$ cat config.mk
export PLATFORM = sky130hd
export DESIGN_NAME = mesm6_serial
export DESIGN_NICKNAME = d
export VERILOG_FILES = /design/src/rtl/mesm6_serial.sv
export SDC_FILE = /design/constraint.sdc
export NUM_CORES = 1
export LEC_CHECK = 0
export BUFFER_PORTS_ARGS = -buffer_cell sky130_fd_sc_hd__buf_2
export CAP_MARGIN = 20
export CORE_UTILIZATION = 30
export DETAILED_ROUTE_END_ITERATION = 10
export SLEW_MARGIN = 20
export SYNTH_ARGS = -nofsm -noshare
export SYNTH_HDL_FRONTEND = slang
export SYNTH_SLANG_ARGS = --single-unit
$ cat constraint.sdc
create_clock -name clk -period 2.7 [get_ports clk]
set_input_delay 0 -clock clk [delete_from_list [all_inputs] [get_ports clk]]
set_output_delay 0 -clock clk [all_outputs]
set_load 0.02 [all_outputs]
$ cat src/rtl/mesm6_serial.sv
// mesm6_serial: 8N1 UART slave on the MMU data bus with circular TX/RX FIFOs
// and a registered level interrupt toward the PIC.
//
// state    | meaning
// TX_IDLE  | line high, waiting for a byte in the TX FIFO
// TX_START | driving the start bit (0)
// TX_DATA  | shifting 8 data bits, LSB first
// TX_STOP  | driving the stop bit (1)
// RX_IDLE  | waiting for a synchronised 1->0 edge
// RX_START | half-bit wait, then confirm the start bit is still low
// RX_DATA  | sampling 8 data bits, one per bit period
// RX_STOP  | sampling the stop bit
// RX_BREAK | framing error seen, waiting for the line to return high
module mesm6_serial #(
  parameter int DIV_RESET  = 86,
  parameter int FIFO_DEPTH = 4
) (
  input  logic        clk,
  input  logic        reset_n,
  output logic        irq,
  input  logic [14:0] addr,
  input  logic        read,
  input  logic        write,
  output logic [47:0] rdata,
  input  logic [47:0] wdata,
  output logic        done,
  input  logic        rxd,
  output logic        txd
);
  localparam int AW = $clog2(FIFO_DEPTH);
  localparam logic [AW:0] FULL_CNT = (AW+1)'(FIFO_DEPTH);

  typedef enum logic [1:0] {TX_IDLE, TX_START, TX_DATA, TX_STOP} tx_state_t;
  typedef enum logic [2:0] {RX_IDLE, RX_START, RX_DATA, RX_STOP, RX_BREAK} rx_state_t;

  logic        r_done, r_irq, r_rxovr, r_ferr, r_txdrop;
  logic [47:0] r_rdata, w_rmux;
  logic [1:0]  r_ctrl, w_a;
  logic [15:0] r_div;
  logic        w_acc, w_wr, w_rd, w_clr, w_txbusy, w_unused;
  logic [6:0]  w_status;

  logic [7:0]  r_txf_mem [FIFO_DEPTH];
  logic [7:0]  r_rxf_mem [FIFO_DEPTH];
  logic [AW-1:0] r_txf_wp, r_txf_rp, r_rxf_wp, r_rxf_rp;
  logic [AW:0] r_txf_cnt, r_rxf_cnt;
  logic        w_txf_full, w_txf_empty, w_rxf_full, w_rxf_empty;
  logic        w_txf_push, w_tx_drop, w_rxf_pop, w_rxf_push;
  logic [7:0]  w_txf_head;

  tx_state_t   r_tx_st, w_tx_nxt;
  logic [15:0] r_tx_tmr, w_tx_tmr, r_tx_div, w_tx_div;
  logic [2:0]  r_tx_bit, w_tx_bit;
  logic [7:0]  r_tx_sh, w_tx_sh;
  logic        r_txd, w_txd, w_tx_pop;

  rx_state_t   r_rx_st, w_rx_nxt;
  logic [15:0] r_rx_tmr, w_rx_tmr, r_rx_div, w_rx_div, w_rx_half;
  logic [2:0]  r_rx_bit, w_rx_bit;
  logic [7:0]  r_rx_sh, w_rx_sh;
  logic        r_rx_s1, r_rx_s2, r_rx_prev, w_rx_push, w_rx_ferr;

  assign w_unused    = ^{addr[14:2], wdata[47:16]};
  assign w_a         = addr[1:0];
  assign w_acc       = (read | write) & ~r_done;
  assign w_wr        = w_acc & write;
  assign w_rd        = w_acc & read & ~write;
  assign w_clr       = w_rd & (w_a == 2'd1);
  assign w_txf_full  = (r_txf_cnt == FULL_CNT);
  assign w_txf_empty = (r_txf_cnt == '0);
  assign w_rxf_full  = (r_rxf_cnt == FULL_CNT);
  assign w_rxf_empty = (r_rxf_cnt == '0);
  assign w_txf_push  = w_wr & (w_a == 2'd0) & ~w_txf_full;
  assign w_tx_drop   = w_wr & (w_a == 2'd0) & w_txf_full;
  assign w_rxf_pop   = w_rd & (w_a == 2'd0) & ~w_rxf_empty;
  // A bus pop in the same cycle frees the slot the RX push needs.
  assign w_rxf_push  = w_rx_push & (~w_rxf_full | w_rxf_pop);
  assign w_txf_head  = r_txf_mem[r_txf_rp];
  assign w_txbusy    = (r_tx_st != TX_IDLE);
  assign w_status    = {w_txbusy, r_txdrop, r_ferr, r_rxovr, ~w_rxf_empty, w_txf_empty, w_txf_full};
  assign w_rx_half   = 16'(({1'b0, r_div} + 17'd1) >> 1);

  assign irq   = r_irq;
  assign done  = r_done;
  assign rdata = r_rdata;
  assign txd   = r_txd;

  always_comb begin
    w_rmux = '0;
    case (w_a)
      2'd0:    if (!w_rxf_empty) w_rmux[7:0] = r_rxf_mem[r_rxf_rp];
      2'd1:    w_rmux[6:0] = w_status;
      2'd2:    w_rmux[1:0] = r_ctrl;
      default: w_rmux[15:0] = r_div;
    endcase
  end

  always_ff @(posedge clk or negedge reset_n) begin
    if (!reset_n) begin
      r_done   <= 1'b0;
      r_rdata  <= '0;
      r_ctrl   <= '0;
      r_div    <= 16'(DIV_RESET);
      r_irq    <= 1'b0;
      r_txdrop <= 1'b0;
      r_rxovr  <= 1'b0;
      r_ferr   <= 1'b0;
    end else begin
      r_done  <= w_acc;
      r_rdata <= w_rd ? w_rmux : '0;
      if (w_wr && w_a == 2'd2) r_ctrl <= wdata[1:0];
      if (w_wr && w_a == 2'd3) r_div  <= wdata[15:0];
      r_txdrop <= w_tx_drop | (r_txdrop & ~w_clr);
      r_rxovr  <= (w_rx_push & w_rxf_full & ~w_rxf_pop) | (r_rxovr & ~w_clr);
      r_ferr   <= w_rx_ferr | (r_ferr & ~w_clr);
      r_irq    <= (r_ctrl[0] & ~w_rxf_empty) | (r_ctrl[1] & w_txf_empty & ~w_txbusy);
    end
  end

  always_ff @(posedge clk) begin
    if (w_txf_push) r_txf_mem[r_txf_wp] <= wdata[7:0];
    if (w_rxf_push) r_rxf_mem[r_rxf_wp] <= r_rx_sh;
  end

  always_ff @(posedge clk or negedge reset_n) begin
    if (!reset_n) begin
      r_txf_wp  <= '0;
      r_txf_rp  <= '0;
      r_txf_cnt <= '0;
      r_rxf_wp  <= '0;
      r_rxf_rp  <= '0;
      r_rxf_cnt <= '0;
    end else begin
      if (w_txf_push) r_txf_wp <= r_txf_wp + 1'b1;
      if (w_tx_pop)   r_txf_rp <= r_txf_rp + 1'b1;
      if (w_rxf_push) r_rxf_wp <= r_rxf_wp + 1'b1;
      if (w_rxf_pop)  r_rxf_rp <= r_rxf_rp + 1'b1;
      r_txf_cnt <= r_txf_cnt + {{AW{1'b0}}, w_txf_push} - {{AW{1'b0}}, w_tx_pop};
      r_rxf_cnt <= r_rxf_cnt + {{AW{1'b0}}, w_rxf_push} - {{AW{1'b0}}, w_rxf_pop};
    end
  end

  always_comb begin
    w_tx_nxt = r_tx_st;
    w_tx_tmr = r_tx_tmr;
    w_tx_div = r_tx_div;
    w_tx_bit = r_tx_bit;
    w_tx_sh  = r_tx_sh;
    w_tx_pop = 1'b0;
    case (r_tx_st)
      TX_IDLE: if (!w_txf_empty) begin
        w_tx_pop = 1'b1;
        w_tx_nxt = TX_START;
        w_tx_sh  = w_txf_head;
        w_tx_div = r_div;
        w_tx_tmr = r_div;
      end
      TX_START: if (r_tx_tmr == '0) begin
        w_tx_nxt = TX_DATA;
        w_tx_bit = 3'd0;
        w_tx_tmr = r_tx_div;
      end else w_tx_tmr = r_tx_tmr - 16'd1;
      TX_DATA: if (r_tx_tmr == '0) begin
        w_tx_tmr = r_tx_div;
        if (r_tx_bit == 3'd7) w_tx_nxt = TX_STOP;
        else begin
          w_tx_bit = r_tx_bit + 3'd1;
          w_tx_sh  = {1'b0, r_tx_sh[7:1]};
        end
      end else w_tx_tmr = r_tx_tmr - 16'd1;
      TX_STOP: if (r_tx_tmr == '0) begin
        // Chain straight into the next start bit when more data is queued.
        if (!w_txf_empty) begin
          w_tx_pop = 1'b1;
          w_tx_nxt = TX_START;
          w_tx_sh  = w_txf_head;
          w_tx_div = r_div;
          w_tx_tmr = r_div;
        end else w_tx_nxt = TX_IDLE;
      end else w_tx_tmr = r_tx_tmr - 16'd1;
      default: w_tx_nxt = TX_IDLE;
    endcase
    case (w_tx_nxt)
      TX_START: w_txd = 1'b0;
      TX_DATA:  w_txd = w_tx_sh[0];
      default:  w_txd = 1'b1;
    endcase
  end

  always_comb begin
    w_rx_nxt  = r_rx_st;
    w_rx_tmr  = r_rx_tmr;
    w_rx_div  = r_rx_div;
    w_rx_bit  = r_rx_bit;
    w_rx_sh   = r_rx_sh;
    w_rx_push = 1'b0;
    w_rx_ferr = 1'b0;
    case (r_rx_st)
      RX_IDLE: if (r_rx_prev && !r_rx_s2) begin
        w_rx_nxt = RX_START;
        w_rx_div = r_div;
        w_rx_tmr = w_rx_half;
      end
      RX_START: if (r_rx_tmr == '0) begin
        if (r_rx_s2) w_rx_nxt = RX_IDLE;
        else begin
          w_rx_nxt = RX_DATA;
          w_rx_bit = 3'd0;
          w_rx_tmr = r_rx_div;
        end
      end else w_rx_tmr = r_rx_tmr - 16'd1;
      RX_DATA: if (r_rx_tmr == '0) begin
        w_rx_sh  = {r_rx_s2, r_rx_sh[7:1]};
        w_rx_tmr = r_rx_div;
        if (r_rx_bit == 3'd7) w_rx_nxt = RX_STOP;
        else w_rx_bit = r_rx_bit + 3'd1;
      end else w_rx_tmr = r_rx_tmr - 16'd1;
      RX_STOP: if (r_rx_tmr == '0) begin
        if (r_rx_s2) begin
          w_rx_push = 1'b1;
          w_rx_nxt  = RX_IDLE;
        end else begin
          w_rx_ferr = 1'b1;
          w_rx_nxt  = RX_BREAK;
        end
      end else w_rx_tmr = r_rx_tmr - 16'd1;
      RX_BREAK: if (r_rx_s2) w_rx_nxt = RX_IDLE;
      default:  w_rx_nxt = RX_IDLE;
    endcase
  end

  always_ff @(posedge clk or negedge reset_n) begin
    if (!reset_n) begin
      r_tx_st   <= TX_IDLE;
      r_tx_tmr  <= '0;
      r_tx_div  <= '0;
      r_tx_bit  <= '0;
      r_tx_sh   <= '0;
      r_txd     <= 1'b1;
      r_rx_st   <= RX_IDLE;
      r_rx_tmr  <= '0;
      r_rx_div  <= '0;
      r_rx_bit  <= '0;
      r_rx_sh   <= '0;
      r_rx_s1   <= 1'b1;
      r_rx_s2   <= 1'b1;
      r_rx_prev <= 1'b1;
    end else begin
      r_tx_st   <= w_tx_nxt;
      r_tx_tmr  <= w_tx_tmr;
      r_tx_div  <= w_tx_div;
      r_tx_bit  <= w_tx_bit;
      r_tx_sh   <= w_tx_sh;
      r_txd     <= w_txd;
      r_rx_st   <= w_rx_nxt;
      r_rx_tmr  <= w_rx_tmr;
      r_rx_div  <= w_rx_div;
      r_rx_bit  <= w_rx_bit;
      r_rx_sh   <= w_rx_sh;
      r_rx_s1   <= rxd;
      r_rx_s2   <= r_rx_s1;
      r_rx_prev <= r_rx_s2;
    end
  end
endmodule

## Word level (Yosys, flattened, before mapping)

Memories as Yosys holds them, arrays and structs flattened.
Cells that the tools add are included.

| cells by class | value |
|---|---|
| mux-type cells | 63 |
| bitwise operators | 33 |
| $add $sub $neg | 13 |
| eq/ne operators | 30 |
| reductions and logical operators | 28 |

Operators by type and width:

| operator | number |
|---|---|
| 16-bit 2-to-1 mux | 11 |
| 16-bit one-hot mux with 4 select lines | 1 |
| 8-bit 2-to-1 mux | 6 |
| 16-bit one-hot mux with 3 select lines | 1 |
| 3-bit 2-to-1 mux | 14 |
| 16-bit zero test | 2 |
| 16-bit one-hot mux with 2 select lines | 1 |
| 16-bit by 1-bit subtractor with 16-bit output (second input constant) | 2 |
| 2-bit != test (second input constant) | 13 |
| 8-bit one-hot mux with 3 select lines | 1 |
| 1-bit bitwise AND | 19 |
| 16-bit by 1-bit adder with 17-bit output (second input constant) | 1 |
| 3-bit equality test (second input constant) | 5 |
| 3-bit one-hot mux with 5 select lines | 1 |
| 5-bit one-hot mux with 3 select lines | 1 |
| 1-bit 2-to-1 mux | 13 |
| 2-bit 2-to-1 mux | 6 |
| 3-bit one-hot mux with 2 select lines | 2 |
| 4-bit AND reduction | 3 |
| 2-bit equality test (second input constant) | 5 |
| 3-bit zero test | 3 |
| 2-bit by 1-bit adder with 2-bit output (second input constant) | 4 |
| 1-bit inverter | 8 |
| 2-bit one-hot mux with 4 select lines | 1 |
| other kinds (21) | 43 |

| word-level totals | value |
|---|---|
| memories | 2 |
| register bits | 148 |
| memory bits (writable) | 64 |
| output and inout port bits | 51 |

Memories:

| memory | depth | width | rd ports | clocked after Yosys merged registers in | wr ports | RTL line | RTL |
|---|---|---|---|---|---|---|---|
| r_rxf_mem | 4 | 8 | 1 | 0 | 1 | 44 | `logic [7:0] r_rxf_mem [FIFO_DEPTH];` |
| r_txf_mem | 4 | 8 | 1 | 0 | 1 | 43 | `logic [7:0] r_txf_mem [FIFO_DEPTH];` |

## Longest topological paths before layout

Gate-level depths: netlist of run 1.

| logic depth | value |
|---|---|
| depth in word-level cells | 10 |
| depth in mapped cells | 16 |

## Worst setup path before layout of run 1

No wires, ideal clock.

| path | value |
|---|---|
| kind | register to register |
| start point | reg r_rx_tmr[10] |
| end point | reg r_rxf_cnt[2] |
| path slack | -0.319 ns |
| stages on the path, launching flop included | 15 |
| path buffers | 1 |
| required time | 2.575 ns |
| arrival | 2.893 ns |
| path through | dfrtp_1 nor4_1 nand4_1 buf_2 nor2_1 nand2_1 and2b_1 inv_1 ha_1 inv_1 ha_1 inv_1 fa_1 xnor2_1 xnor2_1 |

| between the ends | value |
|---|---|
| cells in the longest elaborated chain, start to end | 6 |

Ends and longest elaborated chain:

| element | RTL line | RTL |
|---|---|---|
| start: declaration | 58 | `logic [15:0] r_rx_tmr, w_rx_tmr, r_rx_div, w_rx_div, w_rx_half;` |
| start signal: assignment | 256 | `r_rx_tmr <= w_rx_tmr;` |
| 16-bit zero test | 218 | `RX_STOP: if (r_rx_tmr == '0) begin` |
| 1-bit 2-to-1 mux | 218 |  |
| 1-bit 2-to-1 mux | 198 | `case (r_rx_st)` |
| 1-bit bitwise AND | 77 | `assign w_rxf_push = w_rx_push & (~w_rxf_full \| w_rxf_pop);` |
| 3-bit by 1-bit adder with 3-bit output | 139 | `r_rxf_cnt <= r_rxf_cnt + {{AW{1'b0}}, w_rxf_push} - {{AW{1'b0}}, w_rxf_pop};` |
| 3-bit by 1-bit subtractor with 3-bit output | 139 |  |
| end signal: assignment | 139 |  |
| end: declaration | 46 | `logic [AW:0] r_txf_cnt, r_rxf_cnt;` |

No other way between the ends.
A chain may end at the register's enable or synchronous reset.

## Worst setup path after layout of run 1

| path | value |
|---|---|
| start point | reg r_rx_tmr[1] |
| end point | reg r_rxf_cnt[2] |

The elaborated chain is that of the path after synthesis.

==> results of run 1 <==
## timing repair
action / CTS / global route
hold buffers: 23 / 0
setup buffers: 6 / 6
pin swaps: 6 / 9
endpoints found under the setup margin: 2 / 9
hold endpoints to repair: 176 / 0
gates resized for setup: 9 / 18
## registers in the layout, summed over array words and instances (netlist names), 8 cells and up
register   cells
r_tx_div      16
r_tx_tmr      16
r_tx_sh        8
rdata         16
r_rx_div      16
r_rxf_mem     32
r_txf_mem     32
r_rx_sh        8
r_rx_tmr      16
r_div         16
## metal layers
layer  global-route usage, %  part of all wire [%]
met1                    20.0                    48
met2                    23.4                    48
met3                    2.10                   3.1
met4                    3.17                   1.6
met5                       0                     0
## power breakdown
group | total, mW | switching (mW) | internal (mW)
logic | 4.92 | 2.54 | 2.38
registers | 4.78 | 0.747 | 4.03
clock network | 3.23 | 1.29 | 1.94
## stage by stage
stage	util, %	hold slack (ps)
after floorplan	-	-296
after global placement	33.7	18.1
after detailed placement	33.7	26.6
after CTS	36.8	35.6
after global routing	37.2	66.2
final	37.2	31.2
## path summary, 6_finish.rpt
path / end / slack, ps / cells after the start
worst max-delay path: r_rxf_cnt[2]$_DFF_PN0_ / 50 / 15
max in group asynchronous: r_tx_tmr[10]$_DFF_PN0_ / 1820 / 3
worst min-delay path: r_rx_tmr[9]$_DFFE_PN0P_ / 30 / 2
worst max register to register: r_rxf_cnt[2]$_DFF_PN0_ / 50 / 15
min in group clk: r_rx_s1$_DFF_PN1_ / 120 / 2
worst min register to register: r_rx_s2$_DFF_PN1_ / 360 / 0
## cells by family (layout without fill, tap and decap cells)
| group | after synthesis | in the layout |
|---|---|---|
| simple gates | 267 | 267 |
| buf+inv | 121 | 221 |
| flops | 212 | 212 |
| mux | 79 | 79 |
| compound gates | 208 | 208 |
| xor+xnor | 34 | 34 |
| other cells | 1 | 32 |
| fa+ha+maj | 28 | 28 |
## layout make-up
type                            count  share of cell area (%)
Sequential cell                   212                    43.7
Multi-Input combinational cell    648                    36.6
Timing Repair Buffer              145                    8.33
Clock buffer                       33                    5.24
Tap cell                          455                    4.41
Inverter                           32                   0.931
Clock inverter                     11                   0.815
## cells in the final DEF (no fill, tap or decap), drive strengths merged, types with 16 or more instances in the layout
| master | netlist | layout |
|---|---|---|
| a21oi | 50 | 50 |
| clkbuf | 44 | 33 |
| xnor2 | 24 | 24 |
| nand3 | 16 | 16 |
| nor2 | 72 | 72 |
| edfxtp | 64 | 64 |
| ha | 26 | 26 |
| dlygate4sd3 | 0 | 23 |
| buf | 45 | 122 |
| mux4 | 16 | 16 |
| conb | 1 | 32 |
| nor3 | 38 | 38 |
| inv | 32 | 32 |
| dfrtp | 140 | 140 |
| nand2 | 67 | 67 |
| mux2 | 56 | 56 |
| o21ai | 73 | 73 |
==> flow_summary.ini, run 1 <==
[status]
status = finished clean

[setup_path]
crit_type = flip-flop to flip-flop
crit_family = simple AND/OR/NAND/NOR gates
start_kind = flip-flop
path_buf_inv = 4
cp-startpoint = r_rx_tmr[1]$_DFFE_PN0P_
critical_path.slowest_cell = dfrtp_1
crit_chain = inv_2 > ha_4 > nor4b_4 > nand4_1 > nor2_1 > nand2_1 > and2b_2 > inv_2 > ha_4 > inv_2 > ha_4 > inv_2 > fa_2 > xnor2_2 > xnor2_1
regToRegStartpoint = r_rx_tmr[1]$_DFFE_PN0P_
crit_fanout = 2
critPathCaptureType = flip-flop
required_ps = 3100
cp_common_cell = inv_2
max_stage_delay_ps = 390
cp.arrival_ps = 3050

[clocking]
cts_sinks = 212
clk_latency_ps = 520
numCtsBuffers = 24
clock_path_buffers = 3
cts_tree = done
cts-root-buf = clkbuf_16
clkTransAtPathRegs_ps = 60
htree_num_levels = 1

[synth]
synthMuxAreaShare_pct = 9.96
synth_compound_area_share_pct = 12.3
async_flop_share_pct = 69.8
ys_types = 75
synth_xor_area_share_pct = 2.79
synth.ff_latch_count = 212
synth_top_family_by_area = simple AND/OR/NAND/NOR gates
synth-edff-count = 64
yosysSeqAreaShare_pct = 52.9
synthSimpleGateAreaFrac_pct = 13.0
synth_ff_type = dfrtp_1
synth_area_um2 = 10700
synth_fa_ha_area_share_pct = 3.43
ys_top_cells_by_area = dfrtp_1, edfxtp_1, mux2_2
yosysMostFrequentCell = dfrtp_1
yosysWarnings = 0
synthTopCellsByCount = dfrtp_1, nor2_1, nand2_1, edfxtp_1, o21ai_0
syn-instance-count = 950
synth_top_area_share_pct = 32.9
syn-mean-instance-area_um2 = 11.2
yosys.area.top_type = dfrtp_1

[route]
drtAntennaViolNets = 0
routed_wl_mm = 25.9
vias = 7575
firstDrtPassIters = 5
drt-vias-per-instance = 4.93
post_drt_wl_per_cell_um = 16.8
drcViolationCount = 0
first_iter_violations = 526

[finish]
multi_input_area_um2 = 4720
fillers = 3397
syn_to_final_growth_pct = 21.1
drive_gt1_share_pct = 25.4
finalInstanceArea_um2 = 12900
num_antenna_cells = 0
fin_nets = 1159
seq_area_um2 = 5640
final_cells = 1536

[timing]
drv_slew = 0
setup_viol = 0
finalHoldViolCount = 0
rsz0062_at_grt = true
setup_tns_ps = 0
fin_crit_sh_pct = 98.2
slew_headroom_pct = 60.2
worst_slack_ps = 48.9
period_needed_ps = 2650
worst-slew-pin-transition_ps = 596
fmax_mhz = 377
finalClockSkew_ps = 13.1

[floorplanning]
die_area_um2 = 36300
ios = 119
die_w_um = 190
die_h_um = 190
core-area_um2 = 34700
start_util_pct = 30.7
fp-row-count = 68

[global_routing]
grt_pass1_wl_mm = 41.4
grt_max_degree = 61
grt.total_usage_pct = 14.3
antenna_found_initial = 0
grt_overflow_total = 0
grt_pass1_vias = 7493

[place]
place.gp.congestion = 0.826
pre_cts_ws_ps = -40.6
postPlaceCellArea_um2 = 11700
port-buffer-count = 41
dpl.cell_count = 1457
hpwl_mm = 17.7

[power]
power_leakage_nw = 5.36
peakVddDrop_uv = 520
cellPowerDensity_nw_per_um2 = 1000
totalPowerFinal_mw = 12.9

[hold_path]
hold_class = input port to asynchronous set/reset pin

[job]
max_cap_viol_count = 0
No activity file was read; power rests on OpenSTA's default activity.
==> run 2: changes to the inputs <==
--- a/config.mk
+++ b/config.mk
@@ -9,6 +9,7 @@
 export CAP_MARGIN = 20
 export CORE_UTILIZATION = 30
 export DETAILED_ROUTE_END_ITERATION = 10
+export PLACE_DENSITY = 0.54
 export SLEW_MARGIN = 20
 export SYNTH_ARGS = -nofsm -noshare
 export SYNTH_HDL_FRONTEND = slang
==> flow_summary.ini, run 2 (synthesis gave the netlist of run 1 again) <==
[setup_path]
cp.arrival_ps = 3070
critPathCaptureType = flip-flop
rr_worst_depth = 15
regToRegStartpoint = r_rx_tmr[1]$_DFFE_PN0P_
r2r-end = r_rxf_cnt[2]$_DFF_PN0_
critical_path.slowest_cell = dfrtp_1
required_ps = 3130
start_kind = flip-flop
cp_common_cell = inv_2
max_stage_delay_ps = 380
crit_family = adder cells
cp-startpoint = r_rx_tmr[1]$_DFFE_PN0P_
endpoint = r_rxf_cnt[2]$_DFF_PN0_
worst-path-stages = 15
r2r_setup_slack_ps = 60
path_buf_inv = 4
crit_type = flip-flop to flip-flop
crit_fanout = 2
crit_chain = inv_2 > ha_4 > nor4b_4 > nand4_1 > nor2_1 > nand2_1 > and2b_2 > inv_2 > ha_4 > inv_2 > ha_4 > inv_2 > fa_2 > xnor2_2 > xnor2_1

[route]
drcViolationCount = 0
post_drt_wl_per_cell_um = 17.5
first_iter_violations = 481
drtAntennaViolNets = 0
drt-vias-per-instance = 4.94
vias = 7573
firstDrtPassIters = 5
routed_wl_mm = 26.8

[timing]
setup_tns_ps = 0
drv_slew = 0
rsz0062_at_grt = true
finalHoldViolCount = 0
slew_headroom_pct = 56.3
period_needed_ps = 2640
fin_crit_sh_pct = 97.9
fmax_mhz = 378
worst-slew-pin-transition_ps = 653
holdWs_ps = 15.7
finalClockSkew_ps = 17.5
setup_viol = 0

[clocking]
cts_sinks = 212
clkTransAtPathRegs_ps = 60
numCtsBuffers = 25
clock_path_buffers = 3
cts_tree = done
htree_num_levels = 1
clk_latency_ps = 550
cts-root-buf = clkbuf_16

[floorplanning]
die_h_um = 190
die_w_um = 190
core-area_um2 = 34700
fp-row-count = 68
die_area_um2 = 36300
ios = 119
start_util_pct = 30.7

[power]
totalPowerFinal_mw = 13.2
peakVddDrop_uv = 593
cellPowerDensity_nw_per_um2 = 1020
power_leakage_nw = 5.37

[finish]
fin_nets = 1155
drive_gt1_share_pct = 25.0
mostFrequentLayoutCells = dfrtp_1, buf_4, nor2_1
syn_to_final_growth_pct = 21.3
layout_commonest_cell = dfrtp_1
top_regs = r_rxf_mem (32), r_txf_mem (32)

[hold_path]
hold_class = input port to asynchronous set/reset pin

[global_routing]
grt_pass1_vias = 7622
grt_max_degree = 62
antenna_found_initial = 0
grt_pass1_wl_mm = 42.7
grt.total_usage_pct = 15.0
grt_overflow_total = 0

[place]
place.gp.congestion = 0.835
port-buffer-count = 41
hpwl_mm = 18.3

[job]
max_cap_viol_count = 0

[status]
status = finished clean
## run 2: cell types whose count changed in the layout (fill, tap and decap cells not counted), sizes merged
cell / delta
buf: -5
clkinv: -5
clkbuf: +4
clkinvlp: +2
diode: +1
inv: +1
## run 2: worst min-delay path by stage
stage	to	slack (ps)	cells past startpoint
5_1_grt	r_rx_div[10]$_DFFE_PN0P_	90	2
3_5_place_dp	r_rx_div[10]$_DFFE_PN0P_	50	1
4_1_cts	r_rx_div[10]$_DFFE_PN0P_	40	2
6_report	r_rx_div[10]$_DFFE_PN0P_	20	2
2_1_floorplan	done$_DFF_PN0_	-300	0
3_3_place_gp	r_rx_div[10]$_DFFE_PN0P_	50	1
## run 2: layer usage
metal	part of all wire [%]	GRT usage [%]	vias up	wire (µm)
li1	-	-	3610	-
met1	47	20.5	3769	12500
met2	47	24.8	146	12700
met3	3.6	2.04	48	976
met4	2.4	4.00	0	630
met5	0	0	-	0
## run 2: final cells by class
type	instances	area, µm²
well taps	455	569
diodes	1	2.50
multi-input cells	648	4700
inverters	32	120
repair buffers	140	1020
clock buffers	37	763
fillers	3460	21800
clock inverters	9	115
flip-flops and latches	212	5640
## run 2: what timing repair did
item	CTS	global route
setup buffers	1	5
pin swaps	2	8
hold endpoints to repair	175	0
setup endpoints to repair	2	4
resized for setup	2	18
hold buffers	23	0
gates cloned	0	0
## run 2: power breakdown
part	switching [mW]	leakage [nW]	total [mW]	internal, mW
combinational	2.55	2.50	4.84	2.29
clock	1.41	0.429	3.57	2.16
sequential	0.745	2.44	4.77	4.03
total	4.70	5.37	13.2	8.47
## run 2: through the flow
stage,cell area [µm²],worst slack (ps),std cells,util (%)
floorplan,10800,-126,981,-
detailed placement,11700,-7.43,1458,33.7
CTS,12800,5.45,1528,36.9
finish,12900,56.2,1534,37.3
global route,12900,-123,1533,37.2
global placement,11700,26.0,1458,33.7
